===== src/rtl/adder_5.sv =====
// Registered WIDTH-bit ripple-carry adder with carry-in, carry-out and signed overflow.
// Results appear one cycle after in_valid; out_valid marks each new result.
module adder_5 #(
  parameter int WIDTH = 5
) (
  input  logic             clk,
  input  logic             rst,
  input  logic             in_valid,
  input  logic [WIDTH-1:0] a,
  input  logic [WIDTH-1:0] b,
  input  logic             cin,
  output logic             cout,
  output logic             ov,
  output logic [WIDTH-1:0] s,
  output logic             out_valid
);

  logic [WIDTH:0]   c;
  logic [WIDTH-1:0] sum;

  assign c[0] = cin;

  for (genvar i = 0; i < WIDTH; i++) begin : g_fa
    logic p;
    assign p        = a[i] ^ b[i];
    assign sum[i]   = p ^ c[i];
    assign c[i+1]   = (a[i] & b[i]) | (p & c[i]);
  end

  // Signed overflow: carry into the sign bit differs from carry out of it.
  always_ff @(posedge clk or posedge rst) begin
    if (rst) begin
      s         <= '0;
      cout      <= 1'b0;
      ov        <= 1'b0;
      out_valid <= 1'b0;
    end else begin
      out_valid <= in_valid;
      if (in_valid) begin
        s    <= sum;
        cout <= c[WIDTH];
        ov   <= c[WIDTH] ^ c[WIDTH-1];
      end
    end
  end

endmodule


===== config.mk =====
export PLATFORM = sky130hd
export DESIGN_NAME = adder_5
export DESIGN_NICKNAME = d
export VERILOG_FILES = /design/src/rtl/adder_5.sv
export SDC_FILE = /design/constraint.sdc
export NUM_CORES = 1
export LEC_CHECK = 0
export CAP_MARGIN = 20
export CORE_AREA = 5 5 42 44
export CTS_BUF_LIST = sky130_fd_sc_hd__clkbuf_16
export DETAILED_ROUTE_END_ITERATION = 10
export DIE_AREA = 0 0 47 49
export PLACE_DENSITY = 0.7
export SLEW_MARGIN = 20
export SYNTH_ARGS = -nofsm -noshare
export SYNTH_HDL_FRONTEND = slang
export SYNTH_SLANG_ARGS = --single-unit
export TNS_END_PERCENT = 5

===== constraint.sdc =====
create_clock -name clk -period 0.8 [get_ports clk]
set_input_delay 0.24 -clock clk [delete_from_list [all_inputs] [get_ports clk]]
set_output_delay 0.24 -clock clk [all_outputs]
set_load 0.1 [all_outputs]

==> results.cfg, run 1 <==
[status]
status = finished with violations
violations = negative setup slack

[synthesis]
yosys-top-cells-count = 10 x inv_1, 8 x dfrtp_1, 5 x fa_1
syn-num-nets = 52
synth_area_leader_cell = dfrtp_1
syn_avg_cell_area_um2 = 13.5
synth_seq_area_share_pct = 44.8
yosys_warnings = 0
synthArstFlopShare_pct = 100
synth_top_area_share_pct = 44.8
synth.most_common_cell = inv_1
synth_cells = 33
synth_edf_count = 0
synth_area_um2 = 447
synth_area_leaders = dfrtp_1 45%, fa_1 22%, mux2_4 13%, inv_1 8.4%, mux2i_1 4.5%
synthFlopType = dfrtp_1
ys_ff_latch = 8
synth_cell_type_count = 9

[placed_design]
dp_hpwl_um = 820
placed_cells = 75
place.gp.congestion = 0.587
place_area_um2 = 811
io_buffers = 21

[sta]
worst_pin_slew_ps = 170
fmax_mhz = 466
rsz0062_at_grt = true
slew_headroom_pct = 88.7
finalHoldViolCount = 0
setup_viol = 15
clock_skew_ps = 0
finalMaxSlewViolations = 0
setup_slack_ps = -1350
period_share_pct = 268
period_minus_slack_ps = 2150
tns_ps = -8430

[clock_network]
insertion_delay_ps = 230
cts_sinks = 8
numCtsBuffers = 3
cts_tree = yes
clockBufferDepth = 2
h-tree-depth = 1
clock-root-buffer = clkbuf_16
path_clk_slew_ps = 40

[setup_path]
endpoint_kind = flop
r2r_cells = 1
crit_required_ps = 910
r2r_start = ov$_DFFE_PP0P_
cp_max_fo = 2
ff2ff_setup_slack_ps = -20
r2r-end = ov$_DFFE_PP0P_
crit_type = primary input to flop
worst-endpoint-arrival_ps = 2260
setup.worst_path.start_class = primary input

[final_layout]
post-route-util_pct = 65.4
fin_nets = 84
drive_above_1_share_pct = 57.1
synthToLayoutAreaGrowth_pct = 105
stdcell_count = 79
design_area_um2 = 917
antenna_cells = 0

[pwr]
powerDensity_mw_per_mm2 = 2940
total_power_mw = 2.70
pwr-share-clk_pct = 31.4
power.switching_mw = 1.05
seq_power_share_pct = 21.6
intPower_mw = 1.65
swShare_pct = 38.7
power.leakage_nw = 0.443
p_comb_share_pct = 47.0
peakVddDrop_mv = 1.78

[route]
drt-met1-wl_um = 368
vias = 329
wl_per_cell_um = 13.8
wl_met3_um = 72
finalWirelength_um = 1090
highest_layer = met3
ant_nets = 0
drc = 0
first_pass_iters = 1
initialDrtViolationCount = 0
via_per_inst = 4.16
route.met2.wl_um = 651

[floorplanning]
coreArea_mm2 = 0.00140
rows = 14
die-area_mm2 = 0.00230
top_level_ports = 22
die_y_um = 49
die_w_um = 47
start_util_pct = 31.9

[grt]
overflow = 0
antenna_found_initial = 0
grt_pass1_vias = 409
grt_pass1_wl_um = 1900
grt_max_degree = 9
track_usage_pct = 12.7

[job]
drv_cap = 0

[hold_path]
hp-class = primary input to async pin
layout make-up:
| type | instances | area, µm² |
|---|---|---|
| Inverter | 10 | 45.0 |
| Timing Repair Buffer | 28 | 359 |
| Multi-Input combinational cell | 14 | 218 |
| Tap cell | 16 | 20.0 |
| Fill cell | 122 | 484 |
| Clock buffer | 3 | 75.1 |
| Sequential cell | 8 | 200 |
power by group through the flow:
stage / logic [mW] / clock network [mW] / registers (mW)
after floorplan: 0.183 / 0 / 1.11
after global placement: 1.23 / 0 / 0.579
after detailed placement: 1.25 / 0 / 0.583
after CTS: 1.28 / 0.858 / 0.583
after global routing: 1.32 / 0.901 / 0.594
final: 1.27 / 0.849 / 0.582
worst max-delay path, cell delays in order:
cell and delay (ps):
buf_6 90, inv_4 40, fa_2 190, inv_2 40
fa_2 350, fa_2 350, fa_2 360, inv_2 70
fa_2 210, xnor2_2 60, mux2_4 260
cell families (layout without fill, tap and decap cells):
kind of cell,after synthesis,count (layout),share of synthesized area (%)
multiplexers,6,6,17.9
XOR/XNOR,1,1,1.96
AND/OR/NAND/NOR,1,1,0.840
adder cells (fa/ha/maj),5,5,22.4
buffers and inverters,11,41,10.9
AO/OA/AOI/OAI,1,1,1.12
flip-flops,8,8,44.8
how the worst max path moves through the flow:
stage               start               end  slack, ps  cells past startpoint
detailed placement   a[0]  s[4]$_DFFE_PP0P_      -1960                     10
global placement     a[0]    ov$_DFFE_PP0P_      -1910                     11
floorplan            a[0]    ov$_DFFE_PP0P_      -1460                     10
finish               b[0]    ov$_DFFE_PP0P_      -1350                     11
global route         b[0]    ov$_DFFE_PP0P_      -1440                     11
CTS                   cin    ov$_DFFE_PP0P_      -1470                     11
state kept, by name, summed over array words and instances, names as in the netlist:
signal     cells
cout           1
s              5
ov             1
out_valid      1
what timing repair did:
item,in CTS,in global routing
pin swaps,6,6
endpoints found under the setup margin,16,15
hold buffers,0,0
buffers inserted,1,0
gates resized for setup,26,2
routing by layer:
layer,track usage (%),vias up
met2,20.8,12
met4,6.91,0
met5,0,-
met1,13.4,161
li1,-,156
met3,4.43,0
cells in the final DEF (no fill, tap or decap):
cell             n
buf_4            5
inv_1            5
inv_4            3
clkdlybuf4s50_1  7
dfrtp_1          8
dlygate4sd2_1    3
fa_2             5
inv_2            2
nor2_1           1
xnor2_2          1
buf_12           9
clkbuf_16        3
mux2_4           4
a21oi_1          1
mux2i_1          2
buf_6            4
stage by stage:
stage                     hold slack [ps]  worst slack, ps
after CTS                             311            -1470
after detailed placement              547            -1960
final                                 308            -1350
after global placement                546            -1910
after floorplan                      55.7            -1460
after global routing                  329            -1440
Note: power is estimated with default switching activity, not from simulation.
==> run 2: changes to the inputs <==
--- a/config.mk
+++ b/config.mk
@@ -11,7 +11,6 @@
 export DETAILED_ROUTE_END_ITERATION = 10
 export DIE_AREA = 0 0 47 49
 export PLACE_DENSITY = 0.7
-export SLEW_MARGIN = 20
 export SYNTH_ARGS = -nofsm -noshare
 export SYNTH_HDL_FRONTEND = slang
 export SYNTH_SLANG_ARGS = --single-unit
==> results of run 2 <==
The final DEF is identical to that of run 1; final timing and power are the same.
==> run 3: changes to the inputs <==
--- a/config.mk
+++ b/config.mk
@@ -6,10 +6,10 @@
 export NUM_CORES = 1
 export LEC_CHECK = 0
 export CAP_MARGIN = 20
-export CORE_AREA = 5 5 42 44
+export CORE_AREA = 2 2 39 41
 export CTS_BUF_LIST = sky130_fd_sc_hd__clkbuf_16
 export DETAILED_ROUTE_END_ITERATION = 10
-export DIE_AREA = 0 0 47 49
+export DIE_AREA = 0 0 41 43
 export PLACE_DENSITY = 0.7
 export SYNTH_ARGS = -nofsm -noshare
 export SYNTH_HDL_FRONTEND = slang
==> constraint.sdc (replaced) <==
create_clock -name clk -period 0.8 [get_ports clk]
set_input_delay 0.24 -clock clk [delete_from_list [all_inputs] [get_ports clk]]
set_output_delay 0.24 -clock clk [all_outputs]
set_load 0.02 [all_outputs]
==> run 3 against run 2 <==
Effect of this change:
- the flow still finishes with violations (negative setup slack)
- power down 30%
- hold slack worse by 53 ps
- via count down 3.6%
- highest routed layer is now met4
- sequential power down 8.6%
- die area down 23%
- setup slack better by 32 ps
- final cell count down 2.5%
==> results.cfg, run 3 (synthesized netlist as in run 1, its figures left out) <==
[status]
violations = negative setup slack
status = finished with violations

[sta]
setup_slack_ps = -1310
worst_pin_slew_ps = 296
finalHoldViolCount = 0
slew_headroom_pct = 80.2
fmax_mhz = 473
setup_viol = 15
finalMaxSlewViolations = 0
tns_ps = -7660
rsz0062_at_grt = true
clock_skew_ps = 0
period_minus_slack_ps = 2110
period_share_pct = 264

[setup_path]
endpoint_kind = flop
worst-endpoint-arrival_ps = 2220
cp_slowest_cell = fa_2
setup.worst_path.start_class = primary input
cp_max_fo = 2
cpMostUsedCell = fa_2
crit_type = primary input to flop
max_stage_delay_ps = 350
crit_required_ps = 910
path_cells = buf_6 -> inv_4 -> fa_2 -> inv_2 -> fa_2 -> fa_2 -> fa_2 -> inv_2 -> fa_2 -> xnor2_2 -> mux2_4

[clock_network]
cts_tree = yes
clockBufferDepth = 2
numCtsBuffers = 3
postCtsSetupBuffers = 0
h-tree-depth = 1
cts_sinks = 8
clock-root-buffer = clkbuf_16
insertion_delay_ps = 230
path_clk_slew_ps = 40

[route]
ant_nets = 0
wl_per_cell_um = 11.1
vias = 317
via_per_inst = 4.12
finalWirelength_um = 857
initialDrtViolationCount = 0
drc = 0
first_pass_iters = 1

[placed_design]
place.gp.congestion = 0.655
io_buffers = 21
dp_hpwl_um = 688

[floorplanning]
coreArea_mm2 = 0.00138
top_level_ports = 22
start_util_pct = 32.3
die_w_um = 41
die-area_mm2 = 0.00176
die_y_um = 43
rows = 14

[pwr]
p_comb_share_pct = 27.8
intPower_mw = 1.41
peakVddDrop_mv = 1.06
power.switching_uw = 480
seq_power_share_pct = 28.1
pwr-share-clk_pct = 44.1
powerDensity_mw_per_mm2 = 2440
power.leakage_nw = 0.386
swShare_pct = 25.3
total_power_mw = 1.89

[hold_path]
hp-class = primary input to async pin

[final_layout]
fin_nets = 82
drive_above_1_share_pct = 55.7
layout_common_cells = 8 x dfrtp_1, 7 x clkdlybuf4s50_1, 7 x buf_2
ff_latch_area_um2 = 200
fillers = 130
final_common_cell = dfrtp_1
multi_input_area_um2 = 218
largest_reg_flops = 5
antenna_cells = 0
largest_register = s
synthToLayoutAreaGrowth_pct = 73.7

[grt]
overflow = 0
grt_max_degree = 9
antenna_found_initial = 0
grt_pass1_wl_um = 1410
track_usage_pct = 12.7
grt_pass1_vias = 352

[job]
drv_cap = 0
==> run 3: path summary, 6_finish.rpt <==
check	to	start	depth (start not counted)	slack [ps]
setup reg to reg	s[1]$_DFFE_PP0P_	s[1]$_DFFE_PP0P_	2	-70
hold / removal	out_valid$_DFF_PP0_	rst	2	250
max in group asynchronous	s[4]$_DFFE_PP0P_	rst	2	320
min in group clk	s[0]$_DFFE_PP0P_	a[0]	4	430
hold reg to reg	s[4]$_DFFE_PP0P_	s[4]$_DFFE_PP0P_	2	520
setup / recovery	ov$_DFFE_PP0P_	b[0]	11	-1310
==> run 3: per-stage QoR <==
| step | std cells | instance area [µm²] | hold slack [ps] | setup slack [ps] | util (%) |
|---|---|---|---|---|---|
| floorplan | 33 | 454 | 55.7 | -1450 | - |
| global placement | 74 | 711 | 501 | -1910 | 51.4 |
| detailed placement | 74 | 711 | 498 | -1960 | 51.4 |
| CTS | 77 | 758 | 275 | -1440 | 54.8 |
| global route | 77 | 776 | 307 | -1420 | 56.1 |
| finish | 77 | 776 | 255 | -1310 | 56.1 |
==> run 3: power by group through the flow <==
stage                     clock, mW  sequential [mW]  combinational, mW
after floorplan                   0            0.629              0.180
after global placement            0            0.532              0.566
after detailed placement          0            0.534              0.579
after CTS                     0.850            0.532              0.520
after global routing          0.883            0.543              0.578
final                         0.834            0.532              0.527
==> run 3: critical path: cells and delay by family <==
| family | cells | cell delay [ps] |
|---|---|---|
| XOR/XNOR | 1 | 60 |
| adder cells (fa/ha/maj) | 5 | 1430 |
| buffers and inverters | 4 | 240 |
| multiplexers | 1 | 260 |
==> run 3: cell type report <==
cell class / count / area share, %
clock buffers: 3 / 9.68
repair buffers: 26 / 28.1
well taps: 16 / 2.58
flip-flops and latches: 8 / 25.8
inverters: 10 / 5.81
multi-input cells: 14 / 28.1
==> run 3: layer usage <==
metal	wire length [µm]	vias to the layer above	part of all wire (%)	GRT usage (%)
li1	-	154	-	-
met1	333	148	39	15.4
met2	474	13	55	18.1
met3	37	2	4.3	1.57
met4	12	0	1.4	12.0
met5	0	-	0	0
==> run 3: timing repair <==
item | CTS | global route
hold buffers | 0 | 0
endpoints found under the setup margin | 16 | 15
pin swaps | 6 | 6
resized for setup | 57 | 5
